[src/rtl/conv_encoder.sv]
// conv_encoder: rate-1/2, K=3 convolutional encoder (g0 = 7 octal, g1 = 5 octal).
// Takes a framed serial bit stream over valid/ready and emits one registered
// 2-bit code symbol per bit: sym_out[1] = g0 output, sym_out[0] = g1 output.
// State sr[1] = u(n-1), sr[0] = u(n-2), numbered as the Viterbi decoder expects.
// Optional build macro CONV_ENC_TAIL_EN: when defined, every frame is closed
// with two zero tail bits so the trellis ends in state 00; when undefined the
// state is forced to 00 as the last data bit is accepted.
module conv_encoder #(
    parameter int CNT_W = 16
) (
    input  logic             clk,
    input  logic             reset,
    input  logic             in_bit,
    input  logic             in_valid,
    input  logic             in_last,
    output logic             in_ready,
    output logic [1:0]       sym_out,
    output logic             sym_valid,
    output logic             sym_last,
    input  logic             sym_ready,
    output logic [CNT_W-1:0] frame_len
);

    typedef enum logic [1:0] {
        ST_DATA  = 2'd0,
        ST_TAIL0 = 2'd1,
        ST_TAIL1 = 2'd2
    } state_t;

    localparam logic [CNT_W-1:0] CNT_ONE = {{(CNT_W-1){1'b0}}, 1'b1};
    localparam logic [CNT_W-1:0] CNT_MAX = {CNT_W{1'b1}};

    // Generator taps: g0 = u ^ u(n-1) ^ u(n-2), g1 = u ^ u(n-2).
    function automatic logic [1:0] encode_sym(input logic u, input logic [1:0] sr);
        return {u ^ sr[1] ^ sr[0], u ^ sr[0]};
    endfunction

    // Saturating increment so very long frames report the maximum count.
    function automatic logic [CNT_W-1:0] sat_inc(input logic [CNT_W-1:0] cnt);
        return (cnt == CNT_MAX) ? cnt : cnt + CNT_ONE;
    endfunction

    state_t           state_r;
    state_t           state_next_s;
    logic [1:0]       sr_r;
    logic [1:0]       sr_next_s;
    logic [CNT_W-1:0] bit_cnt_r;
    logic [CNT_W-1:0] cnt_inc_s;
    logic             load_s;
    logic             accept_s;
    logic             step_s;
    logic             u_s;
    logic             last_s;
    logic [1:0]       sym_s;

    // The output register can take a new symbol when empty or being drained.
    assign load_s    = !sym_valid || sym_ready;
    assign accept_s  = in_valid && in_ready;
    assign cnt_inc_s = sat_inc(bit_cnt_r);
    assign sym_s     = encode_sym(u_s, sr_r);

    // Input handshake: data is only taken in DATA with room in the output register.
    always_comb begin
        in_ready = 1'b0;
        case (state_r)
            ST_DATA: begin
                in_ready = load_s;
            end
            default: begin
                in_ready = 1'b0;
            end
        endcase
    end

    // Next-state, next shift register and the symbol to load this cycle.
    always_comb begin
        step_s       = 1'b0;
        u_s          = 1'b0;
        last_s       = 1'b0;
        sr_next_s    = sr_r;
        state_next_s = state_r;
        case (state_r)
            ST_DATA: begin
                if (accept_s) begin
                    step_s    = 1'b1;
                    u_s       = in_bit;
                    sr_next_s = {in_bit, sr_r[1]};
                    if (in_last) begin
`ifdef CONV_ENC_TAIL_EN
                        state_next_s = ST_TAIL0;
`else
                        last_s       = 1'b1;
                        sr_next_s    = 2'b00;
                        state_next_s = ST_DATA;
`endif
                    end else begin
                        state_next_s = ST_DATA;
                    end
                end else begin
                    step_s = 1'b0;
                end
            end
`ifdef CONV_ENC_TAIL_EN
            ST_TAIL0: begin
                if (load_s) begin
                    step_s       = 1'b1;
                    u_s          = 1'b0;
                    sr_next_s    = {1'b0, sr_r[1]};
                    state_next_s = ST_TAIL1;
                end else begin
                    step_s = 1'b0;
                end
            end
            ST_TAIL1: begin
                if (load_s) begin
                    step_s       = 1'b1;
                    u_s          = 1'b0;
                    last_s       = 1'b1;
                    sr_next_s    = {1'b0, sr_r[1]};
                    state_next_s = ST_DATA;
                end else begin
                    step_s = 1'b0;
                end
            end
`endif
            default: begin
                sr_next_s    = 2'b00;
                state_next_s = ST_DATA;
            end
        endcase
    end

    // FSM, shift register and registered symbol output.
    always_ff @(posedge clk) begin
        if (reset) begin
            state_r   <= ST_DATA;
            sr_r      <= 2'b00;
            sym_out   <= 2'b00;
            sym_valid <= 1'b0;
            sym_last  <= 1'b0;
        end else begin
            state_r <= state_next_s;
            sr_r    <= sr_next_s;
            if (load_s) begin
                sym_valid <= step_s;
                sym_last  <= step_s && last_s;
                if (step_s) begin
                    sym_out <= sym_s;
                end else begin
                    sym_out <= sym_out;
                end
            end else begin
                sym_valid <= sym_valid;
                sym_last  <= sym_last;
                sym_out   <= sym_out;
            end
        end
    end

    // Frame bit counter; the final count is published when in_last is taken.
    always_ff @(posedge clk) begin
        if (reset) begin
            bit_cnt_r <= {CNT_W{1'b0}};
            frame_len <= {CNT_W{1'b0}};
        end else if (accept_s) begin
            if (in_last) begin
                frame_len <= cnt_inc_s;
                bit_cnt_r <= {CNT_W{1'b0}};
            end else begin
                bit_cnt_r <= cnt_inc_s;
            end
        end else begin
            bit_cnt_r <= bit_cnt_r;
        end
    end

endmodule

[config.mk]
export PLATFORM = sky130hd
export DESIGN_NAME = conv_encoder
export DESIGN_NICKNAME = d
export VERILOG_FILES = /design/src/rtl/conv_encoder.sv
export SDC_FILE = /design/constraint.sdc
export NUM_CORES = 1
export LEC_CHECK = 0
export CORE_MARGIN = 4
export CORE_UTILIZATION = 40
export DETAILED_ROUTE_END_ITERATION = 8
export PLACE_DENSITY = 0.71
export REMOVE_ABC_BUFFERS = 1
export SETUP_SLACK_MARGIN = 0.5
export SLEW_MARGIN = 20
export SYNTH_ARGS = -nofsm -noshare
export SYNTH_HDL_FRONTEND = slang
export SYNTH_SLANG_ARGS = --single-unit
[constraint.sdc]
create_clock -name clk -period 4.6 [get_ports clk]
set_clock_uncertainty 0.1 [all_clocks]
set_input_delay 0.92 -clock clk [delete_from_list [all_inputs] [get_ports clk]]
set_output_delay 0.92 -clock clk [all_outputs]
set_load 0.02 [all_outputs]
* After elaboration in Yosys (flattened, before gate mapping)
Index checks and enable logic that the tools add are counted.
** Operators by class
- Reduce and logical (&&, ||, !) cells :: 6
- Muxes and demuxes :: 7
- Add/sub/neg operators :: 1
- Bitwise gates (word level) :: 3
- Eq/ne operators :: 1
** Operator list (number)
- 16-bit two-way mux :: 2
- 16-bit by 1-bit adder with 16-bit output, second input constant :: 1
- 16-bit equality test, second input constant :: 1
- 1-bit two-way mux :: 4
- 2-bit AND reduction :: 2
- 1-bit bitwise XOR :: 3
- 1-bit logical AND :: 2
- 2-bit two-way mux :: 1
- 1-bit logical NOT :: 1
- 1-bit logical OR :: 1
** Word-level totals
- Input port bits :: 6
- Register bits :: 38
- Word-level logic and storage cells :: 24
- Output and inout bits :: 21

* Logic depth before layout (Yosys ltp)
- Word-level depth :: 6
- Gate-level depth with buffers :: 6
- Mapped depth without buffers :: 5

* Worst setup path before layout
Ideal clock, no wire load.
- Path kind :: input port to output port
- Start point :: in sym_ready
- End point :: out in_ready
- Path slack :: 2.298 ns
- Path buffers :: 0
- Arrival time :: 1.282 ns
- Cell stages on the path :: 2
- Required time :: 3.580 ns
- Path through :: nor2b_1 inv_1
** Between the ends
- Longest elaborated chain between the ends :: 1
** Ends and longest elaborated chain
- start: declaration :: line 20 : input logic sym_ready,
- 1-bit logical OR :: line 57 : assign load_s = !sym_valid || sym_ready;
- end: declaration :: line 16 : output logic in_ready,
No other way between the ends.

* Worst setup path in the final report
Same ends and word-level chain as after synthesis.

==> metrics.txt <==
status finished clean; Total Routing Usage GR 15.2%; crit share post-route 72.1%; share of the synthesized area in the top cell type 37.8%; MaxCap Viol Count 0; Worst EP required 3.58 ns; 1st-iter DRT viols 92; residual DRC count 0; post-DR wirelength/cell 14.6 um; RSZ-0062 raised after global routing no; largest net degree at the start of global routing 21; row count 25; height of the die 79.0 um; PwrDens 286 mW/mm2; post_cts resized 0; DRT met1 WL 2360 um; share of cells above drive strength 1 11.1%; IO Pins 27; overflow left after global routing 0; fillcell total 454; Worst Reg-to-Reg Cells 5; LEAKAGE 0.773 nW; ANT cells 0; slew margin rel. 47.7%; Top Layer Used met4; sequential area share after synthesis 37.8%; maximum vdd drop 0.000175 V; synthesized area 0.00201 mm2; crit path launch type input pin; vias in the first global route 1596; Core Footprint 0.00479 mm2; reg2reg end frame_len[5]; DP HPWL 3040 um; final antenna-violating net count 0; crit end category output port; Longest Clk Path Bufs 2; fin. max-slew vios 0; FMAX 302 MHz; Vias 1758; WL final 4540 um; CP delay by family, top buffers and inverters; Sink Count 38; CP peak stage delay 0.56 ns; Avg Cell Area, Syn 8.99 um2; htree depth 2; reg2reg setup slack 2.30 ns; final critical-path required period 3.31 ns; min-delay src sym_last; CP most frequent cell clkdlybuf4s50_1; Setup CP Type in -> out; synth-to-layout area growth 16.1%; nets 250; CTS tree built; antenna violations before repair 0; number of synthesis warnings 0; Slowest-stage cell, CP clkdlybuf4s50_1; TritonCTS buffer count 5; first-pass GRT wire length 7590 um; Tightest Pin Transition 0.782 ns; Initial Util 42.1%; reg2reg start bit_cnt_r[0]; Hold WC Path Type reg -> reg; Worst-Skew Late Latency 0.30 ns; Root Buffer clkbuf_8; die width 79.0 um; hold path endpoint sym_last; Crit Path Max Fanout 5; Routability Congestion 0.832; cells after synthesis 224; final hold vios 0; IO buf count 26; cell taking the most area after synthesis dfxtp_1; Final Instance Area 0.00234 mm2; Buf/Inv on CP 3; hold depth 2; met2 routed WL 1980 um; Seq cells post-synth 38; TNS Setup 0 ns; critical-path cell list clkdlybuf4s50_1, nor2b_1, inv_1, clkdlybuf4s50_1; die area 0.00624 mm2; Post-CTS Setup Inserts 0; synth top area cells dfxtp_1, a21oi_1, nor2_1; Layout Utilization 48.9%; final setup vio count 0; Worst-path clk slew 0.08 ns; First-pass DRT Iterations 4; metal3 WL 156 um; Cell Area, Placed 0.00224 mm2; cts hold-fix bufs 0; Via density 5.65; count of cell types in the netlist 48; Data arrival, critical path 2.29 ns
## cells by family (layout without fill, tap and decap cells)
logic type	count (synthesis)	count (layout)	synth area share, %
muxes	2	2	0.994
and+or+nand+nor	95	95	29.4
buffers and inverters	22	42	7.95
xor gates and xnor gates	5	5	2.17
DFF	38	38	37.8
AOI/OAI and AO/OA	61	61	21.1
adders and majority gates	1	1	0.621
## worst register-to-register path, stage by stage (launching register included)
cell	delay (ns)
dfxtp_1	0.44
ha_1	0.32
nand3_2	0.25
nor4_4	0.64
o21ai_0	0.19
a311oi_1	0.27
## where the power goes
group | switching [W] | internal, W | leakage, nW
Combinational | 0.0000468 | 0.0000327 | 0.417
Clock | 0.000124 | 0.000121 | 0.0472
Sequential | 0.00000580 | 0.000339 | 0.309
Total | 0.000177 | 0.000492 | 0.773
## registers in the layout, indices dropped and copies added (netlist names)
name       count
sr_r           2
sym_out        2
frame_len     16
sym_last       1
bit_cnt_r     16
sym_valid      1
## Yosys cell counts, drive strengths merged
cell type / instances
dfxtp: 38
nor2: 21
a21oi: 17
nand2: 15
clkbuf: 14
nor3: 12
a211oi: 10
nand3: 9
a311oi: 8
and4: 7
nand4: 7
nor4: 7
o21ai: 6
inv: 5
xnor2: 5
a31o: 4
o211ai: 4
or3: 4
buf: 3
nand2b: 3
a31oi: 2
a41oi: 2
and2: 2
mux2i: 2
nor3b: 2
o32ai: 2
or4: 2
a21o: 1
and3: 1
ha: 1
nand3b: 1
nor2b: 1
o2111a: 1
o2111ai: 1
o221ai: 1
o22ai: 1
o311ai: 1
or2: 1
## metrics by stage
step,cells,total power [W],hold slack (ns),setup WS [ns]
final,311,0.000669,0.356,1.29
after global routing,311,0.000696,0.392,1.20
after CTS,311,0.000675,0.361,1.30
after detailed placement,303,0.000432,0.346,1.31
after global placement,303,0.000431,0.341,1.32
after floorplan,207,0.000393,0.338,1.83
## layout by cell type, fill, tap and decap left out, types with 2 or more instances in the layout
| cell | n |
|---|---|
| buf_4 | 3 |
| nand3_1 | 8 |
| or3_1 | 3 |
| a211oi_1 | 10 |
| inv_1 | 5 |
| or4_1 | 2 |
| clkdlybuf4s50_1 | 26 |
| nor2_1 | 21 |
| o32ai_1 | 2 |
| and4_1 | 5 |
| a31oi_1 | 2 |
| o211ai_1 | 4 |
| nor3b_1 | 2 |
| a21oi_1 | 17 |
| dfxtp_1 | 38 |
| nand2_1 | 15 |
| nand4_1 | 4 |
| and2_1 | 2 |
| nor3_1 | 11 |
| mux2i_1 | 2 |
| o21ai_0 | 6 |
| nand4_4 | 3 |
| clkbuf_8 | 6 |
| xnor2_1 | 5 |
| nor4_1 | 4 |
| a41oi_1 | 2 |
| nor4_4 | 2 |
| a31o_2 | 4 |
| nand2b_1 | 3 |
| a311oi_1 | 8 |
## cell type report
cell class / instances / area (um2) / area share (%)
clock buffers: 6 / 82.6 / 3.53
clock inverters: 2 / 12.5 / 0.535
inverters: 5 / 18.8 / 0.802
multi-input cells: 164 / 1100 / 47.0
flip-flops and latches: 38 / 761 / 32.5
well taps: 67 / 83.8 / 3.58
repair buffers: 29 / 283 / 12.1
## routing by layer
layer,track usage [%],vias up
li1,-,893
met1,21.4,829
met2,22.6,31
met3,3.97,5
met4,4.98,0
met5,0,-
## worst max-delay path by stage
| stage | start | endpoint | slack [ns] | cells past startpoint |
|---|---|---|---|---|
| floorplan | in_last | frame_len[7] | 1.83 | 4 |
| global placement | sym_ready | in_ready | 1.32 | 4 |
| detailed placement | sym_ready | in_ready | 1.31 | 4 |
| CTS | sym_ready | in_ready | 1.30 | 4 |
| global route | sym_ready | in_ready | 1.20 | 4 |
| finish | sym_ready | in_ready | 1.29 | 4 |
Power figures use the tool's default switching activity.
